**src/rtl/seq_sub_16bit_pkg.sv**
```systemverilog
// Shared defaults and FSM state encoding for the sequential slice subtractor.
package seq_sub_16bit_pkg;

    localparam int DEF_WIDTH = 16;
    localparam int DEF_SLICE = 4;

    typedef enum logic [1:0] {
        ST_IDLE = 2'd0,
        ST_RUN  = 2'd1,
        ST_DONE = 2'd2
    } state_t;

endpackage

```
**src/rtl/seq_sub_16bit_sub_slice.sv**
```systemverilog
// Combinational SLICE-bit borrow subtractor: {bout, d} = a - b - bin.
module sub_slice #(
    parameter int SLICE = 4
) (
    input  logic [SLICE-1:0] a,
    input  logic [SLICE-1:0] b,
    input  logic             bin,
    output logic [SLICE-1:0] d,
    output logic             bout
);

    // One extra bit catches the borrow as the sign of the widened result.
    assign {bout, d} = {1'b0, a} - {1'b0, b} - {{SLICE{1'b0}}, bin};

endmodule

```
**src/rtl/seq_sub_16bit.sv**
```systemverilog
// Sequential subtractor: one SLICE-bit slice per cycle through a single
// shared sub_slice, LSB first; flags published together on completion.
module seq_sub_16bit
    import seq_sub_16bit_pkg::*;
#(
    parameter int WIDTH = DEF_WIDTH,
    parameter int SLICE = DEF_SLICE   // WIDTH must be a multiple of SLICE
) (
    input  logic             clk,
    input  logic             rst,
    input  logic             start,
    input  logic [WIDTH-1:0] a,
    input  logic [WIDTH-1:0] b,
    input  logic             borrow_in,
    output logic             busy,
    output logic             done,
    output logic [WIDTH-1:0] diff,
    output logic             borrow,
    output logic             ovf,
    output logic             zero
);

    localparam int NSLICE = WIDTH / SLICE;
    localparam int CW     = (NSLICE > 1) ? $clog2(NSLICE) : 1;
    localparam int MSB    = WIDTH - 1;

    state_t           state;
    logic [WIDTH-1:0] a_q, b_q, acc_q, acc_nxt;
    logic             bq;
    logic [CW-1:0]    cnt;
    logic             last;

    logic [SLICE-1:0] sa, sb, sd;
    logic             sbout;

    assign last = (cnt == CW'(NSLICE - 1));

    always_comb begin
        sa = a_q[cnt*SLICE +: SLICE];
        sb = b_q[cnt*SLICE +: SLICE];
        acc_nxt = acc_q;
        acc_nxt[cnt*SLICE +: SLICE] = sd;
    end

    sub_slice #(.SLICE(SLICE)) u_slice (
        .a    (sa),
        .b    (sb),
        .bin  (bq),
        .d    (sd),
        .bout (sbout)
    );

    always_ff @(posedge clk) begin
        if (rst) begin
            state  <= ST_IDLE;
            busy   <= 1'b0;
            done   <= 1'b0;
            diff   <= '0;
            borrow <= 1'b0;
            ovf    <= 1'b0;
            zero   <= 1'b0;
            cnt    <= '0;
            a_q    <= '0;
            b_q    <= '0;
            acc_q  <= '0;
            bq     <= 1'b0;
        end else begin
            case (state)
                ST_IDLE, ST_DONE: begin
                    done <= 1'b0;
                    if (start) begin
                        a_q   <= a;
                        b_q   <= b;
                        bq    <= borrow_in;
                        acc_q <= '0;
                        cnt   <= '0;
                        busy  <= 1'b1;
                        state <= ST_RUN;
                    end else begin
                        state <= ST_IDLE;
                    end
                end
                ST_RUN: begin
                    acc_q <= acc_nxt;
                    bq    <= sbout;
                    cnt   <= cnt + 1'b1;
                    if (last) begin
                        // Outputs only move here, so partial sums never show.
                        diff   <= acc_nxt;
                        borrow <= sbout;
                        ovf    <= (a_q[MSB] != b_q[MSB]) && (acc_nxt[MSB] != a_q[MSB]);
                        zero   <= (acc_nxt == '0);
                        busy   <= 1'b0;
                        done   <= 1'b1;
                        state  <= ST_DONE;
                    end
                end
                default: begin
                    busy  <= 1'b0;
                    done  <= 1'b0;
                    state <= ST_IDLE;
                end
            endcase
        end
    end

endmodule

```
**config.mk**
```make
export PLATFORM = sky130hd
export DESIGN_NAME = seq_sub_16bit
export DESIGN_NICKNAME = d
export VERILOG_FILES = /design/src/rtl/seq_sub_16bit_pkg.sv /design/src/rtl/seq_sub_16bit_sub_slice.sv /design/src/rtl/seq_sub_16bit.sv
export SDC_FILE = /design/constraint.sdc
export NUM_CORES = 1
export LEC_CHECK = 0
export BUFFER_PORTS_ARGS = -buffer_cell sky130_fd_sc_hd__buf_2
export CORE_ASPECT_RATIO = 1.1
export CORE_MARGIN = 8
export CORE_UTILIZATION = 41
export CTS_CLUSTER_DIAMETER = 50
export DETAILED_ROUTE_END_ITERATION = 6
export SYNTH_ARGS = -nofsm -noshare
export SYNTH_HDL_FRONTEND = slang
export SYNTH_SLANG_ARGS = --single-unit
```
**constraint.sdc**
```tcl
create_clock -name clk -period 3.02 [get_ports clk]
set_input_delay 0.302 -clock clk [delete_from_list [all_inputs] [get_ports clk]]
set_output_delay 0.302 -clock clk [all_outputs]
set_load 0.05 [all_outputs]
```
==> impl_metrics.tcl <==
set metrics [dict create \
    status "completed" \
    ys_async_sr_fraction_pct 0 \
    setup.worst_path.start "cnt[0]" \
    antenna_found_initial 0 \
    layout_common_cells "81 x nand2_1, 73 x dfxtp_1, 56 x buf_2" \
    grt_overflow_total 0 \
    cp_slowest_cell "mux4_2" \
    final_common_cell "nand2_1" \
    ios 57 \
    cp-start-kind "flip-flop" \
    grt_max_degree 37 \
    power_density_nw_per_um2 571 \
    fp.dieW_microns 101 \
    layout.cells.non_filler 539 \
    tns_ps 0 \
    cts_tree "yes" \
    routed_wl_mm 7.85 \
    port_buffers 56 \
    postSynthAreaPerCell_sq_um 8.72 \
    fillers 785 \
    hp-start "b[10]" \
    n_antenna_cell 0 \
    grtUsageTotal_pct 15.0 \
    first_pass_iters 5 \
    clkSlewWorstSetupHoldPaths_ps 80 \
    synth_fp_nets 419 \
    syn_to_final_growth_pct 20.2 \
    die_height_microns 109 \
    cts-root-buf "clkbuf_8" \
    worstHoldPathType "input pin to flip-flop" \
    vdd_drop_max_mv 0.264 \
    cpLargestDelayFamily "adder cells" \
    hpwl_mm 5.75 \
    fin_skew_ps 11.5 \
    required_ps 3300 \
    cts.sinks 74 \
    wl_per_cell_microns 14.6 \
    yosys_register_bits 74 \
    synthCells 371 \
    r2r_start "cnt[0]" \
    fin_ws_ps 139 \
    leakagePower_uw 0.00154 \
    grt_pass1_wl_mm 13.1 \
    critPathArrivalTime_ps 3160 \
    clock_latency_ps 350 \
    dieArea_sq_um 11000 \
    ys_seq_area_share_pct 45.8 \
    synth_cell_type_count 41 \
    period_needed_ps 2880 \
    drtAntennaViolNets 0 \
    criticalPathCategory "flip-flop to flip-flop" \
    cp_max_fo 6 \
    design_area_sq_um 3890 \
    clock_path_buffers 2 \
    drv_cap 0 \
    relSlewSlack_pct 54.1 \
    htree_levels 3 \
    drc 0 \
    holdBufCountCts 0 \
    finalCritPeriodShare_pct 95.4 \
    drive_gt1_share_pct 22.7 \
    globalplace.congestion 0.795 \
    placed_cell_area_sq_um 3650 \
    whs_ps 185 \
    setup_viol 0 \
    nNetsFinal 474 \
    dp_slack_ps 83.1 \
    initial_utilization_pct 41.6 \
    viasPerCell 5.00 \
    ys_warn_count 0 \
    grt_pass1_vias 2730 \
    via_count 2694 \
    worst-path-buf-inv 0 \
    cp_slowest_stage_delay_ps 520 \
    slew_viol_final 0 \
    crit_path_end_kind "flip-flop" \
    synth_area_sq_um 3240 \
    dp_cells 523 \
    row_count 34 \
    worstMarginPinSlew_ps 688 \
    synth_flop_cell "dfxtp_1" \
    first_iter_violations 75 \
    final-hold-violation-count 0 \
    fmax_mhz 347 \
    core_region_area_sq_um 7780 \
    crit_path_cell_trace "mux4_2 -> fa_1 -> fa_1 -> xor2_2 -> a31oi_1 -> nand4_1 -> nor2_1 -> nand4_1 -> o21ai_0" \
    synth_edf_count 0 \
    cts_buffers 9 \
    rsz0062_at_grt "false" \
]
tightest hold or removal path, delay by kind of cell:
family / cells / cell delay, ps
buffers and inverters: 1 / 90
AO/OA/AOI/OAI: 1 / 50
AND/OR/NAND/NOR: 1 / 50
synthesized netlist by cell type, drive strengths merged, types with 3 or more instances:
cell type	n	share of area [%]
mux4	8	5.6
clkbuf	18	2.1
nor2	28	3.2
nor2b	12	2.3
nand2b	6	1.2
inv	10	1.2
buf	6	0.73
nor4bb	4	1.2
a21oi	39	6.1
nand2	81	9.4
dfxtp	74	46
a211oi	17	3.9
nor3	4	0.62
o21ai	15	2.3
a31oi	7	1.4
ha	10	3.9
nand4	3	0.58
path summary, 6_finish.rpt:
path	endpoint	slack, ps	depth (start not counted)
setup / recovery	zero	140	9
hold reg to reg	acc_q[9]	450	2
setup reg to reg	zero	140	9
hold / removal	b_q[10]	190	3
power by group:
group,internal (uW),total [uW],switching [uW]
Sequential,1010,1030,23.5
Combinational,149,360,210
Clock,465,829,364
per-stage QoR:
step | power [uW] | utilization, %
CTS | 2230 | 49.6
global placement | 1400 | 46.9
global route | 2330 | 50.0
floorplan | 1290 | -
finish | 2220 | 50.0
detailed placement | 1400 | 46.9
cell families (layout without fill, tap and decap cells):
family,Yosys count,after routing,share of synthesized area (%)
compound gates,91,91,17.4
xor+xnor,3,3,1.04
fa+ha+maj,12,12,5.10
buf+inv,34,94,3.98
flops,74,74,45.8
mux,10,10,6.18
simple gates,147,147,20.5
layout make-up:
class                   instances  area [sq um]  area share (%)
multi-input cells             263          1650            42.5
flip-flops and latches         74          1480            38.1
repair buffers                 68           370            9.52
well taps                     108           135            3.47
clock buffers                  11           131            3.38
clock inverters                 5          78.8            2.03
inverters                      10          37.5           0.965
timing repair:
action,CTS,global route
endpoints found under the setup margin,0,2
resized for setup,0,3
endpoints found under the hold margin,0,0
setup buffers,0,0
routing by layer:
metal / global-route usage [%] / vias to the layer above / part of all wire, %
li1: - / 1393 / -
met1: 18.0 / 1238 / 46
met2: 25.8 / 52 / 49
met3: 3.19 / 11 / 3.7
met4: 5.73 / 0 / 1.4
met5: 0 / - / 0
flip-flops by register name, indices dropped and copies added, names as in the netlist, 2 cells and up:
register / flops
a_q: 16
acc_q: 16
b_q: 16
diff: 16
cnt: 2
state: 2
Note: power is estimated with default switching activity, not from simulation.
